File: config.mk
export PLATFORM = sky130hd
export DESIGN_NAME = tern_to_bin_dec_flat
export DESIGN_NICKNAME = d
export VERILOG_FILES = /design/src/rtl/tern_to_bin_dec_if.sv /design/src/rtl/tern_to_bin_dec.sv /design/src/flat_wrapper.sv
export SDC_FILE = /design/constraint.sdc
export NUM_CORES = 1
export LEC_CHECK = 0
export ABC_AREA = 1
export CORE_ASPECT_RATIO = 0.75
export CORE_UTILIZATION = 55
export CTS_CLUSTER_DIAMETER = 120
export DETAILED_ROUTE_END_ITERATION = 8
export DONT_BUFFER_PORTS = 1
export MAX_ROUTING_LAYER = met4
export PLACE_DENSITY = 0.7
export SYNTH_ARGS = -nofsm -noshare
export SYNTH_HDL_FRONTEND = slang
export SYNTH_SLANG_ARGS = --single-unit
File: constraint.sdc
create_clock -name clk -period 8.6 [get_ports clk]
set_input_delay 0.86 -clock clk [delete_from_list [all_inputs] [get_ports clk]]
set_output_delay 0.86 -clock clk [all_outputs]
set_load 0.05 [all_outputs]
File: src/rtl/tern_to_bin_dec_if.sv
// ----------------------------------------------------------------------------
// tern_to_bin_dec_if
// Handshake bundle for the ternary-to-binary decoder.
//
// Signals:
//   in_valid  : producer has a ternary word on in_trits
//   in_ready  : decoder can accept a word
//   in_trits  : NTRITS trits, 2 bits each, trit 0 in bits [1:0]
//   out_valid : decoded result is available
//   out_ready : consumer takes the result
//   out_bin   : decoded binary value (mod 2^BW)
//   out_err   : word contained at least one illegal trit code (2'b11)
//
// Modports:
//   master : the side that feeds words in and drains results (testbench/system)
//   slave  : the decoder itself
// ----------------------------------------------------------------------------
interface tern_to_bin_dec_if #(
    parameter int NTRITS = 5,
    parameter int BW     = 8
);
    logic                  in_valid;
    logic                  in_ready;
    logic [2*NTRITS-1:0]   in_trits;
    logic                  out_valid;
    logic                  out_ready;
    logic [BW-1:0]         out_bin;
    logic                  out_err;

    modport master (
        output in_valid,
        output in_trits,
        output out_ready,
        input  in_ready,
        input  out_valid,
        input  out_bin,
        input  out_err
    );

    modport slave (
        input  in_valid,
        input  in_trits,
        input  out_ready,
        output in_ready,
        output out_valid,
        output out_bin,
        output out_err
    );
endinterface

File: src/rtl/tern_to_bin_dec.sv
// ----------------------------------------------------------------------------
// tern_to_bin_dec
// Iterative ternary-to-binary decoder. A word of NTRITS trits (2-bit code:
// 00=0, 01=1, 10=2, 11=illegal) is evaluated with Horner's rule, most
// significant trit first, one trit per clock. Illegal trits contribute 0 and
// raise a sticky error flag reported alongside the result.
//
// Ports:
//   clk   : clock, all state updates on the rising edge
//   rst_n : synchronous reset, active-low
//   bus   : tern_to_bin_dec_if.slave (input/output valid-ready handshakes,
//           in_trits, out_bin, out_err)
//
// Build option:
//   TERN_DEC_B2B_EN : when defined, a new word may be accepted in the same
//                     cycle the previous result is handed off, so results
//                     come every NTRITS+1 cycles instead of NTRITS+2.
// ----------------------------------------------------------------------------
module tern_to_bin_dec #(
    parameter int NTRITS = 5,
    parameter int BW     = 8
) (
    input  logic             clk,
    input  logic             rst_n,
    tern_to_bin_dec_if.slave bus
);

    localparam int IW = (NTRITS > 1) ? $clog2(NTRITS) : 1;

    typedef enum logic [1:0] {
        IDLE,
        CONV,
        DONE
    } state_t;

    state_t                r_state;
    state_t                w_next;
    logic [2*NTRITS-1:0]   r_trits;
    logic [BW-1:0]         r_acc;
    logic [IW-1:0]         r_idx;
    logic                  r_err;

    logic                  w_in_ready;
    logic                  w_out_valid;
    logic                  w_accept;
    logic                  w_out_hs;
    logic [1:0]            w_trit;
    logic                  w_illegal;
    logic [BW-1:0]         w_acc_next;

    // Pick the trit currently addressed by r_idx and form the next Horner
    // step. acc*3 is built as (acc<<1)+acc and everything wraps mod 2^BW.
    always_comb begin
        w_trit = 2'b00;
        for (int i = 0; i < NTRITS; i++) begin
            if (r_idx == IW'(i)) begin
                w_trit = r_trits[2*i +: 2];
            end
        end
        w_illegal  = (w_trit == 2'b11);
        w_acc_next = (r_acc << 1) + r_acc + (w_illegal ? '0 : BW'(w_trit));
    end

    // Handshake outputs. Both are forced low while reset is asserted so the
    // reset cycle never looks like an accept or a result.
    always_comb begin
        w_in_ready  = 1'b0;
        w_out_valid = 1'b0;
        if (rst_n) begin
            case (r_state)
                IDLE: w_in_ready = 1'b1;
                DONE: begin
                    w_out_valid = 1'b1;
`ifdef TERN_DEC_B2B_EN
                    w_in_ready  = bus.out_ready;
`else
                    w_in_ready  = 1'b0;
`endif
                end
                default: begin
                    w_in_ready  = 1'b0;
                    w_out_valid = 1'b0;
                end
            endcase
        end
    end

    assign w_accept = bus.in_valid && w_in_ready;
    assign w_out_hs = w_out_valid && bus.out_ready;

    // Next-state logic. A DONE handshake that coincides with an accept (only
    // possible in back-to-back builds) goes straight into the next conversion.
    always_comb begin
        w_next = r_state;
        case (r_state)
            IDLE: begin
                if (w_accept) begin
                    w_next = CONV;
                end
            end
            CONV: begin
                if (r_idx == '0) begin
                    w_next = DONE;
                end
            end
            DONE: begin
                if (w_out_hs) begin
                    w_next = w_accept ? CONV : IDLE;
                end
            end
            default: w_next = IDLE;
        endcase
    end

    // State and datapath registers. Capturing the word reinitialises the
    // accumulator, index and error flag; each CONV cycle consumes one trit
    // from the most significant end downwards.
    always_ff @(posedge clk) begin
        if (!rst_n) begin
            r_state <= IDLE;
            r_trits <= '0;
            r_acc   <= '0;
            r_idx   <= '0;
            r_err   <= 1'b0;
        end else begin
            r_state <= w_next;
            if (w_accept) begin
                r_trits <= bus.in_trits;
                r_acc   <= '0;
                r_idx   <= IW'(NTRITS - 1);
                r_err   <= 1'b0;
            end else if (r_state == CONV) begin
                r_acc <= w_acc_next;
                r_err <= r_err | w_illegal;
                if (r_idx != '0) begin
                    r_idx <= r_idx - IW'(1);
                end
            end
        end
    end

    // Result is only presented while valid, so out_bin/out_err read zero
    // outside DONE and during reset.
    assign bus.in_ready  = w_in_ready;
    assign bus.out_valid = w_out_valid;
    assign bus.out_bin   = w_out_valid ? r_acc : '0;
    assign bus.out_err   = w_out_valid && r_err;

endmodule

File: src/flat_wrapper.sv
// flat-port wrapper written by rule: the top's interface ports become plain ports
module tern_to_bin_dec_flat 
#(
    parameter int NTRITS = 5,
    parameter int BW     = 8
)
  (clk, rst_n, bus_in_valid, bus_in_trits, bus_out_ready, bus_in_ready, bus_out_valid, bus_out_bin, bus_out_err);
  tern_to_bin_dec_if #(.NTRITS(NTRITS), .BW(BW)) bus_i ();
  input  logic clk;
  input  logic rst_n;
  input wire logic [$bits(bus_i.in_valid)-1:0] bus_in_valid;
  input wire logic [$bits(bus_i.in_trits)-1:0] bus_in_trits;
  input wire logic [$bits(bus_i.out_ready)-1:0] bus_out_ready;
  output wire logic [$bits(bus_i.in_ready)-1:0] bus_in_ready;
  output wire logic [$bits(bus_i.out_valid)-1:0] bus_out_valid;
  output wire logic [$bits(bus_i.out_bin)-1:0] bus_out_bin;
  output wire logic [$bits(bus_i.out_err)-1:0] bus_out_err;
  assign bus_i.in_valid = bus_in_valid;
  assign bus_i.in_trits = bus_in_trits;
  assign bus_i.out_ready = bus_out_ready;
  assign bus_in_ready = bus_i.in_ready;
  assign bus_out_valid = bus_i.out_valid;
  assign bus_out_bin = bus_i.out_bin;
  assign bus_out_err = bus_i.out_err;
  tern_to_bin_dec #(.NTRITS(NTRITS), .BW(BW)) u_core (.clk(clk), .rst_n(rst_n), .bus(bus_i));
endmodule
==> results_dict.tcl, run 1 <==
set metrics [dict create \
    finalSetupTns_ns 0 \
    synth_fa_ha_area_share_pct 16.32 \
    diodes 0 \
    final_util_pct 60.32 \
    cts_tree "done" \
    grt_pass1_wl_um 4643 \
    root_buffer "clkbuf_8" \
    fin_crit_ns 3.804 \
    p_sw_share_pct 28.01 \
    nNetsFinal 251 \
    tightest_slew_ns 0.9371 \
    synth_common_cells "nand2_1 (38), inv_1 (37), a21oi_1 (24), dfxtp_1 (24), nor2_1 (20)" \
    whs_path_depth 2 \
    crit_fanout 10 \
    slew_headroom_pct 37.30 \
    wl_per_cell_um 11.58 \
    core-area_sq_um 2643 \
    viasPerCell 5.044 \
    gr-total-overflow 0 \
    dp.final_hpwl_um 2304 \
    reg2reg_from "u_core.r_idx[0]" \
    clkPwrFrac_pct 29.6 \
    synthesis.nets 250 \
    status "finished, final reports clean" \
    leakage_nw 0.7950 \
    clk_path_buf_depth 2 \
    async_reset_ff_share_pct 0 \
    pwr-share-seq_pct 54.5 \
    grt_antenna_before_repair 0 \
    cts_setup_buffers 0 \
    die-area_sq_um 3035 \
    synth_flop_cell "dfxtp_1" \
    slew_viol_final 0 \
    synth_area_sq_um 1549 \
    combPwrFrac_pct 15.9 \
    clk_pin_slew_ns 0.08 \
    synth-seq-area-share_pct 31.02 \
    track_usage_pct 21.34 \
    muxShareOfSynthArea_pct 0 \
    ant_nets 0 \
    ys_types 27 \
    setup_viol 0 \
    cts.repair.resized 0 \
    maxCapViolations 0 \
    grt_start_max_net_pins 21 \
    yosys_register_bits 24 \
    cts_buffers 3 \
    p_sw_mw 0.06213 \
    clock-sinks 24 \
    min_delay_worst_endpoint "u_core.r_trits[4]" \
    wl_um 2917 \
    cp.arrival_ns 2.94 \
    rows 16 \
    vdd_ir_drop_max_uv 92.26 \
    synth_xor_area_share_pct 2.827 \
    place_congestion 0.7792 \
    port-buffer-count 0 \
    die_h_um 47.96 \
    grt_pass1_vias 1055 \
    hold_viol 0 \
    synth_top_family_by_area "simple AND/OR/NAND/NOR gates" \
    fmax_mhz 262.9 \
    skew_ns 0.002502 \
    reg2regPathDepth 19 \
    initial_utilization_pct 58.62 \
    synth_compound_area_share_pct 15.35 \
    ctsHoldBuffers 0 \
    ios 25 \
    synth-edff-count 0 \
    drcViolationCount 0 \
    start_kind "primary input" \
    synth_area_leader_cell "dfxtp_1" \
    worstReg2RegEnd "u_core.r_acc[7]" \
    p_int_mw 0.1597 \
    critPathKind "primary input to output port" \
    synth_top_area_share_pct 31.02 \
    rsz0062_at_grt "false" \
    hold_start "u_core.r_trits[4]" \
    vias 1271 \
    required_ns 7.74 \
    synth_cells 217 \
    end_kind "output port" \
    yosys.area_share.simple_pct 21.49 \
    hold_slack_ns 0.4540 \
    synth.most_common_cell "nand2_1" \
    power-per-cell-area_nw_per_um2 139.2 \
    syn2layout_area_growth_pct 2.908 \
    clock_latency_ns 0.26 \
    synth_area_leaders "dfxtp_1 (31%), ha_1 (14%), nand2_1 (9.2%)" \
    drive_above_1_share_pct 5.556 \
    final.period_utilization_pct 44.23 \
    syn_avg_cell_area_sq_um 7.138 \
    hp-class "flip-flop to flip-flop" \
    fp.dieW_um 63.28 \
    cts_max_level 1 \
    yosysWarnings 0 \
    r2r_setup_slack_ns 5.28 \
    first_pass_iters 4 \
    drtIter0Drc 71 \
]
## worst max-delay path by stage
stage | from | to | slack, ns | depth (start not counted)
floorplan | rst_n | bus_out_bin[0] | 4.87 | 5
global placement | rst_n | bus_out_err | 4.78 | 4
detailed placement | rst_n | bus_out_bin[1] | 4.77 | 4
CTS | rst_n | bus_out_bin[1] | 4.77 | 4
global route | rst_n | bus_out_bin[6] | 4.67 | 4
finish | rst_n | bus_out_bin[0] | 4.80 | 4
## sequential cells by signal, indices dropped and copies added, names as in the netlist
signal and flops:
u_core.r_acc 8, u_core.r_state 2, u_core.r_idx 3, u_core.r_trits 10, u_core.r_err 1
## layer usage
| layer | part of all wire, % | wire, um | global-route usage [%] |
|---|---|---|---|
| met5 | 0 | 0 | - |
| met4 | 0.58 | 17 | 5.455 |
| met3 | 6.1 | 177 | 5.952 |
| met2 | 40 | 1153 | 30.32 |
| met1 | 54 | 1568 | 29.55 |
## cell usage in the layout, fill, tap and decap left out
cell      synthesis  layout
a31oi_1           1       1
a21oi_1          24      24
nand4_1           2       2
nor3_1            1       1
dfxtp_1          24      24
o21ai_0          18      18
inv_1            37      37
xnor2_1           2       2
clkbuf_8          0       3
xor2_1            3       3
o21ai_1           1       1
nand3_1          10      10
nor3_4            1       1
or2_0             2       2
inv_4             1       1
nand2_1          38      38
ha_1             17      17
clkinv_1          1       1
o21ai_2           1       1
inv_2             3       3
nand2_2           1       1
fa_1              2       2
or2_2             1       1
o211ai_1          1       1
nor2_1           20      20
nor2_2            1       1
## stage by stage
step	area [sq um]	worst slack [ns]	std cells	total power, mW
2_1_floorplan	1549	4.866	217	0.1544
3_3_place_gp	1553	4.783	249	0.1569
3_5_place_dp	1553	4.769	249	0.1587
4_1_cts	1594	4.770	252	0.2256
5_1_grt	1594	4.672	252	0.2364
6_report	1594	4.796	252	0.2218
## power groups by stage
stage | Sequential (mW) | Combinational (mW) | Clock, mW
2_1_floorplan | 0.122 | 0.0320 | 0
3_3_place_gp | 0.123 | 0.0338 | 0
3_5_place_dp | 0.123 | 0.0353 | 0
4_1_cts | 0.121 | 0.0355 | 0.0694
5_1_grt | 0.122 | 0.0413 | 0.0735
6_report | 0.121 | 0.0353 | 0.0657
## layout make-up
class / instances / area (sq um)
inverter: 42 / 160.2
multi-input combinational: 147 / 867.1
clock buffer: 3 / 41.29
tap: 36 / 45.04
fill: 262 / 1049
sequential: 24 / 480.5
## worst max-delay path: stages
cell      delay [ns]
inv_4           0.03
nor2_1          0.72
clkinv_1        0.52
nor2_1          0.81
## logic make-up (layout without fill, tap and decap cells)
| family | count (synthesis) | after routing |
|---|---|---|
| buffers and inverters | 46 | 45 |
| AOI/OAI and AO/OA | 46 | 46 |
| DFF | 24 | 24 |
| adders and majority gates | 19 | 19 |
| xor gates and xnor gates | 5 | 5 |
| and+or+nand+nor | 77 | 77 |
No activity file was read; power rests on OpenSTA's default activity.
==> run 2: changes to the inputs <==
clock period = 3.6 ns   (was 8.6 ns; I/O delays follow)
==> results_dict.tcl, run 2 (synthesis gave the netlist of run 1 again) <==
set metrics [dict create \
    status "finished, final reports clean" \
    first_pass_iters 4 \
    die_h_um 47.96 \
    syn2layout_area_growth_pct 8.643 \
    rows 16 \
    skew_ns 0.004098 \
    viasPerCell 5.129 \
    top_regs "u_core.r_trits x10, u_core.r_acc x8, u_core.r_idx x3" \
    power-per-cell-area_nw_per_um2 333.1 \
    cts_buffers 3 \
    place_congestion 0.9218 \
    critPathKind "flip-flop to flip-flop" \
    wl_per_cell_um 12.08 \
    ant_nets 0 \
    final_cell_mix "nand2_1 (38), inv_1 (37), a21oi_1 (24), dfxtp_1 (24), nor2_1 (20)" \
    stdcell_area_sq_um 1683 \
    clk_pin_slew_ns 0.09 \
    ios 25 \
    nNetsFinal 261 \
    start_kind "flip-flop" \
    largest_reg_flops 10 \
    vdd_ir_drop_max_uv 249.0 \
    crit_fanout 5 \
    end_kind "flip-flop" \
    drcViolationCount 0 \
    gr-total-overflow 0 \
    grt_start_max_net_pins 21 \
    tightest_slew_ns 0.5852 \
    track_usage_pct 23.53 \
    seqCellArea_sq_um 480.5 \
    hold_viol 0 \
    initial_utilization_pct 58.62 \
    cpMaxStageDelayCell "fa_1" \
    grt_antenna_before_repair 0 \
    fmax_mhz 308.5 \
    grt_pass1_wl_um 5216 \
    cp_cell_sequence "inv_1 > ha_1 > inv_1 > nor2_1 > nand2_1 > nand3_1 > nand2_1 > nand2_1 > nand2_1 > nand2_1 > fa_1 > inv_1 > ha_1 > fa_1 > nand4_1 > o211ai_1 > or2_2 > a21oi_1" \
    cp.arrival_ns 3.45 \
    final.period_utilization_pct 90.04 \
    slew_viol_final 0 \
    fp.dieW_um 63.28 \
    regMostFlops "u_core.r_trits" \
    setup_viol 0 \
    grt_pass1_vias 1157 \
    ctsHoldBuffers 0 \
    slew_headroom_pct 60.86 \
    clock-sinks 24 \
    postPlaceCellArea_sq_um 1628 \
    fin_crit_ns 3.242 \
    leakage_nw 0.8567 \
    multi_input_area_sq_um 867.1 \
    dp.final_hpwl_um 2458 \
    vias 1349 \
    drtIter0Drc 56 \
    clock_latency_ns 0.27 \
    clk_path_buf_depth 2 \
    required_ns 3.81 \
    port-buffer-count 0 \
    cts_tree "done" \
    rsz0062_at_grt "false" \
    cts.repair.resized 0 \
    maxCapViolations 0 \
    diodes 0 \
    wl_um 3178 \
    cts_setup_buffers 0 \
    root_buffer "clkbuf_8" \
    slowest_delay_ns 0.49 \
    mostFrequentLayoutCell "nand2_1" \
    core-area_sq_um 2643 \
    critical_path.most_common_cell "nand2_1" \
    hp-class "primary input to flip-flop" \
    die-area_sq_um 3035 \
    finalSetupTns_ns 0 \
    filler_cell_count 261 \
    cts_max_level 1 \
    drive_above_1_share_pct 10.13 \
]
-- run 2: area by class of cell --
cell class | instances | area share [%]
Sequential cell | 24 | 28.55
Tap cell | 36 | 2.677
Timing Repair Buffer | 10 | 4.461
Inverter | 42 | 9.517
Clock buffer | 4 | 3.271
Multi-Input combinational cell | 147 | 51.52
-- run 2: path summary, 6_finish.rpt --
path / startpoint / depth (start not counted) / slack, ns / endpoint
worst max-delay path: u_core.r_idx[0] / 18 / 0.36 / u_core.r_acc[7]
worst min-delay path: rst_n / 2 / 0.22 / u_core.r_trits[6]
worst max register to register: u_core.r_idx[0] / 18 / 0.36 / u_core.r_acc[7]
worst min register to register: u_core.r_trits[1] / 2 / 0.46 / u_core.r_trits[1]
-- run 2: layer usage --
layer	vias to the layer above	GRT usage [%]	share of wire, %
li1	706	-	-
met1	596	29.96	48
met2	43	37.63	45
met3	4	5.238	5.8
met4	0	8.182	1.0
met5	-	-	0
-- run 2: through the flow --
step	total power, mW	instances	util (%)	setup WS [ns]	hold WS (ns)
after floorplan	0.3689	217	-	0.6862	0.4239
after detailed placement	0.3801	259	61.60	0.4567	0.4498
after CTS	0.5660	263	63.68	0.3785	0.2128
final	0.5606	263	63.68	0.3584	0.2188
after global placement	0.3764	259	61.60	0.5674	0.4427
after global routing	0.5910	263	63.68	0.1375	0.2229
-- run 2: where the power goes --
group	switching, mW	leakage, nW	internal (mW)
clock	0.0871	0.0288	0.0977
sequential	0.00992	0.196	0.279
combinational	0.0582	0.632	0.0288
total	0.155	0.857	0.405
-- run 2: worst max-delay path: cells and delay by family, from the launching register on --
family	cells	cell delay, ns
AND/OR/NAND/NOR	9	0.91
flip-flops	1	0.40
adder cells (fa/ha/maj)	4	1.39
AO/OA/AOI/OAI	2	0.23
buffers and inverters	3	0.24
==> run 3: changes to the inputs <==
clock period = 3.8 ns   (was 3.6 ns; I/O delays follow)
==> results_dict.tcl, run 3 (synthesis gave the netlist of run 1 again) <==
set metrics [dict create \
    clk_pin_slew_ns 0.08 \
    hp-class "primary input to flip-flop" \
    viasPerCell 5.091 \
    ios 25 \
    drtIter0Drc 73 \
    die-area_sq_um 3035 \
    port-buffer-count 0 \
    grt_pass1_vias 1180 \
    critPathBufInv 4 \
    slew_headroom_pct 60.98 \
    drive_above_1_share_pct 10.13 \
    fmax_mhz 314.2 \
    cts_tree "done" \
    cpMaxStageDelayCell "fa_1" \
    finalSetupTns_ns 0 \
    critPathKind "flip-flop to flip-flop" \
    grt_start_max_net_pins 21 \
    hold_viol 0 \
    status "finished, final reports clean" \
    wl_um 3072 \
    fp.dieW_um 63.28 \
    grt_pass1_wl_um 5099 \
    startpoint "u_core.r_idx[0]" \
    power-per-cell-area_nw_per_um2 312.0 \
    end_kind "flip-flop" \
    rows 16 \
    crit_fanout 5 \
    top_regs "u_core.r_trits x10, u_core.r_acc x8, u_core.r_idx x3" \
    ant_nets 0 \
    filler_cell_count 250 \
    hold_start "rst_n" \
    cp.arrival_ns 3.38 \
    power_mw 0.5250 \
    first_pass_iters 4 \
    clock_latency_ns 0.26 \
    cts_buffers 3 \
    clock-sinks 24 \
    skew_ns 0.001615 \
    largest_reg_flops 10 \
    syn2layout_area_growth_pct 8.643 \
    final_cell_mix "nand2_1 (38), inv_1 (37), a21oi_1 (24), dfxtp_1 (24), nor2_1 (20)" \
    die_h_um 47.96 \
    drcViolationCount 0 \
    required_ns 4.00 \
    grt_antenna_before_repair 0 \
    nNetsFinal 261 \
    vias 1339 \
    vdd_ir_drop_max_uv 239.5 \
    maxCapViolations 0 \
    setup_viol 0 \
    tightest_slew_ns 0.5834 \
    place_congestion 0.9219 \
    track_usage_pct 22.65 \
    final_util_pct 63.68 \
    cts_setup_buffers 0 \
    slowest_delay_ns 0.48 \
    clk_path_buf_depth 2 \
    slew_viol_final 0 \
    leakage_nw 0.8567 \
    initial_utilization_pct 58.62 \
    diodes 0 \
    wl_per_cell_um 11.68 \
    root_buffer "clkbuf_8" \
    gr-total-overflow 0 \
    cts_max_level 1 \
    hold_slack_ns 0.2470 \
    dp.final_hpwl_um 2416 \
    fin_crit_ns 3.183 \
    cp_cell_sequence "inv_1 > ha_1 > inv_1 > nor2_1 > nand2_1 > nand3_1 > nand2_1 > nand2_1 > nor2_1 > inv_1 > nand2_1 > fa_1 > inv_1 > ha_1 > fa_1 > nand4_1 > o211ai_1 > or2_2 > a21oi_1" \
    ctsHoldBuffers 0 \
    final.period_utilization_pct 83.76 \
    reg2reg_from "u_core.r_idx[0]" \
    start_kind "flip-flop" \
    cts.repair.resized 0 \
    cp_top_family "adder cells" \
    core-area_sq_um 2643 \
    regMostFlops "u_core.r_trits" \
    mostFrequentLayoutCell "nand2_1" \
    rsz0062_at_grt "false" \
]
-- run 3: final cells by class --
type | count | area (sq um) | share of cell area, %
Multi-Input combinational cell | 147 | 867.1 | 51.52
Sequential cell | 24 | 480.5 | 28.55
Inverter | 42 | 160.2 | 9.517
Timing Repair Buffer | 10 | 75.07 | 4.461
Clock buffer | 4 | 55.05 | 3.271
Tap cell | 36 | 45.04 | 2.677
-- run 3: path summary, 6_finish.rpt --
path	end	slack, ns	cells past startpoint
setup / recovery	u_core.r_acc[7]	0.62	19
hold / removal	u_core.r_trits[6]	0.25	2
setup reg to reg	u_core.r_acc[7]	0.62	19
hold reg to reg	u_core.r_trits[9]	0.46	2
-- run 3: stage by stage --
| stage | instances | worst slack, ns | instance area [sq um] |
|---|---|---|---|
| 6_report | 263 | 0.6172 | 1683 |
| 5_1_grt | 263 | 0.3098 | 1683 |
| 4_1_cts | 263 | 0.6299 | 1683 |
| 3_5_place_dp | 259 | 0.6803 | 1628 |
| 3_3_place_gp | 259 | 0.7676 | 1628 |
| 2_1_floorplan | 217 | 0.8862 | 1549 |
-- run 3: power by group --
| part | internal (mW) | switching [mW] |
|---|---|---|
| Sequential | 0.264 | 0.00964 |
| Combinational | 0.0272 | 0.0544 |
| Clock | 0.0923 | 0.0772 |
| Total | 0.384 | 0.141 |
-- run 3: metal layers --
layer / global-route usage, % / share of wire [%]
met5: - / 0
met4: 5.909 / 1.2
met3: 4.762 / 6.3
met2: 37.85 / 42
met1: 28.51 / 50
-- run 3: worst reg2reg max path, stage by stage (launching register included) --
cell,delay (ns)
dfxtp_1,0.35
inv_1,0.12
ha_1,0.21
inv_1,0.08
nor2_1,0.13
nand2_1,0.06
nand3_1,0.07
nand2_1,0.05
nand2_1,0.05
nor2_1,0.05
inv_1,0.06
nand2_1,0.06
fa_1,0.48
inv_1,0.05
ha_1,0.24
fa_1,0.44
nand4_1,0.12
o211ai_1,0.10
or2_2,0.28
a21oi_1,0.13
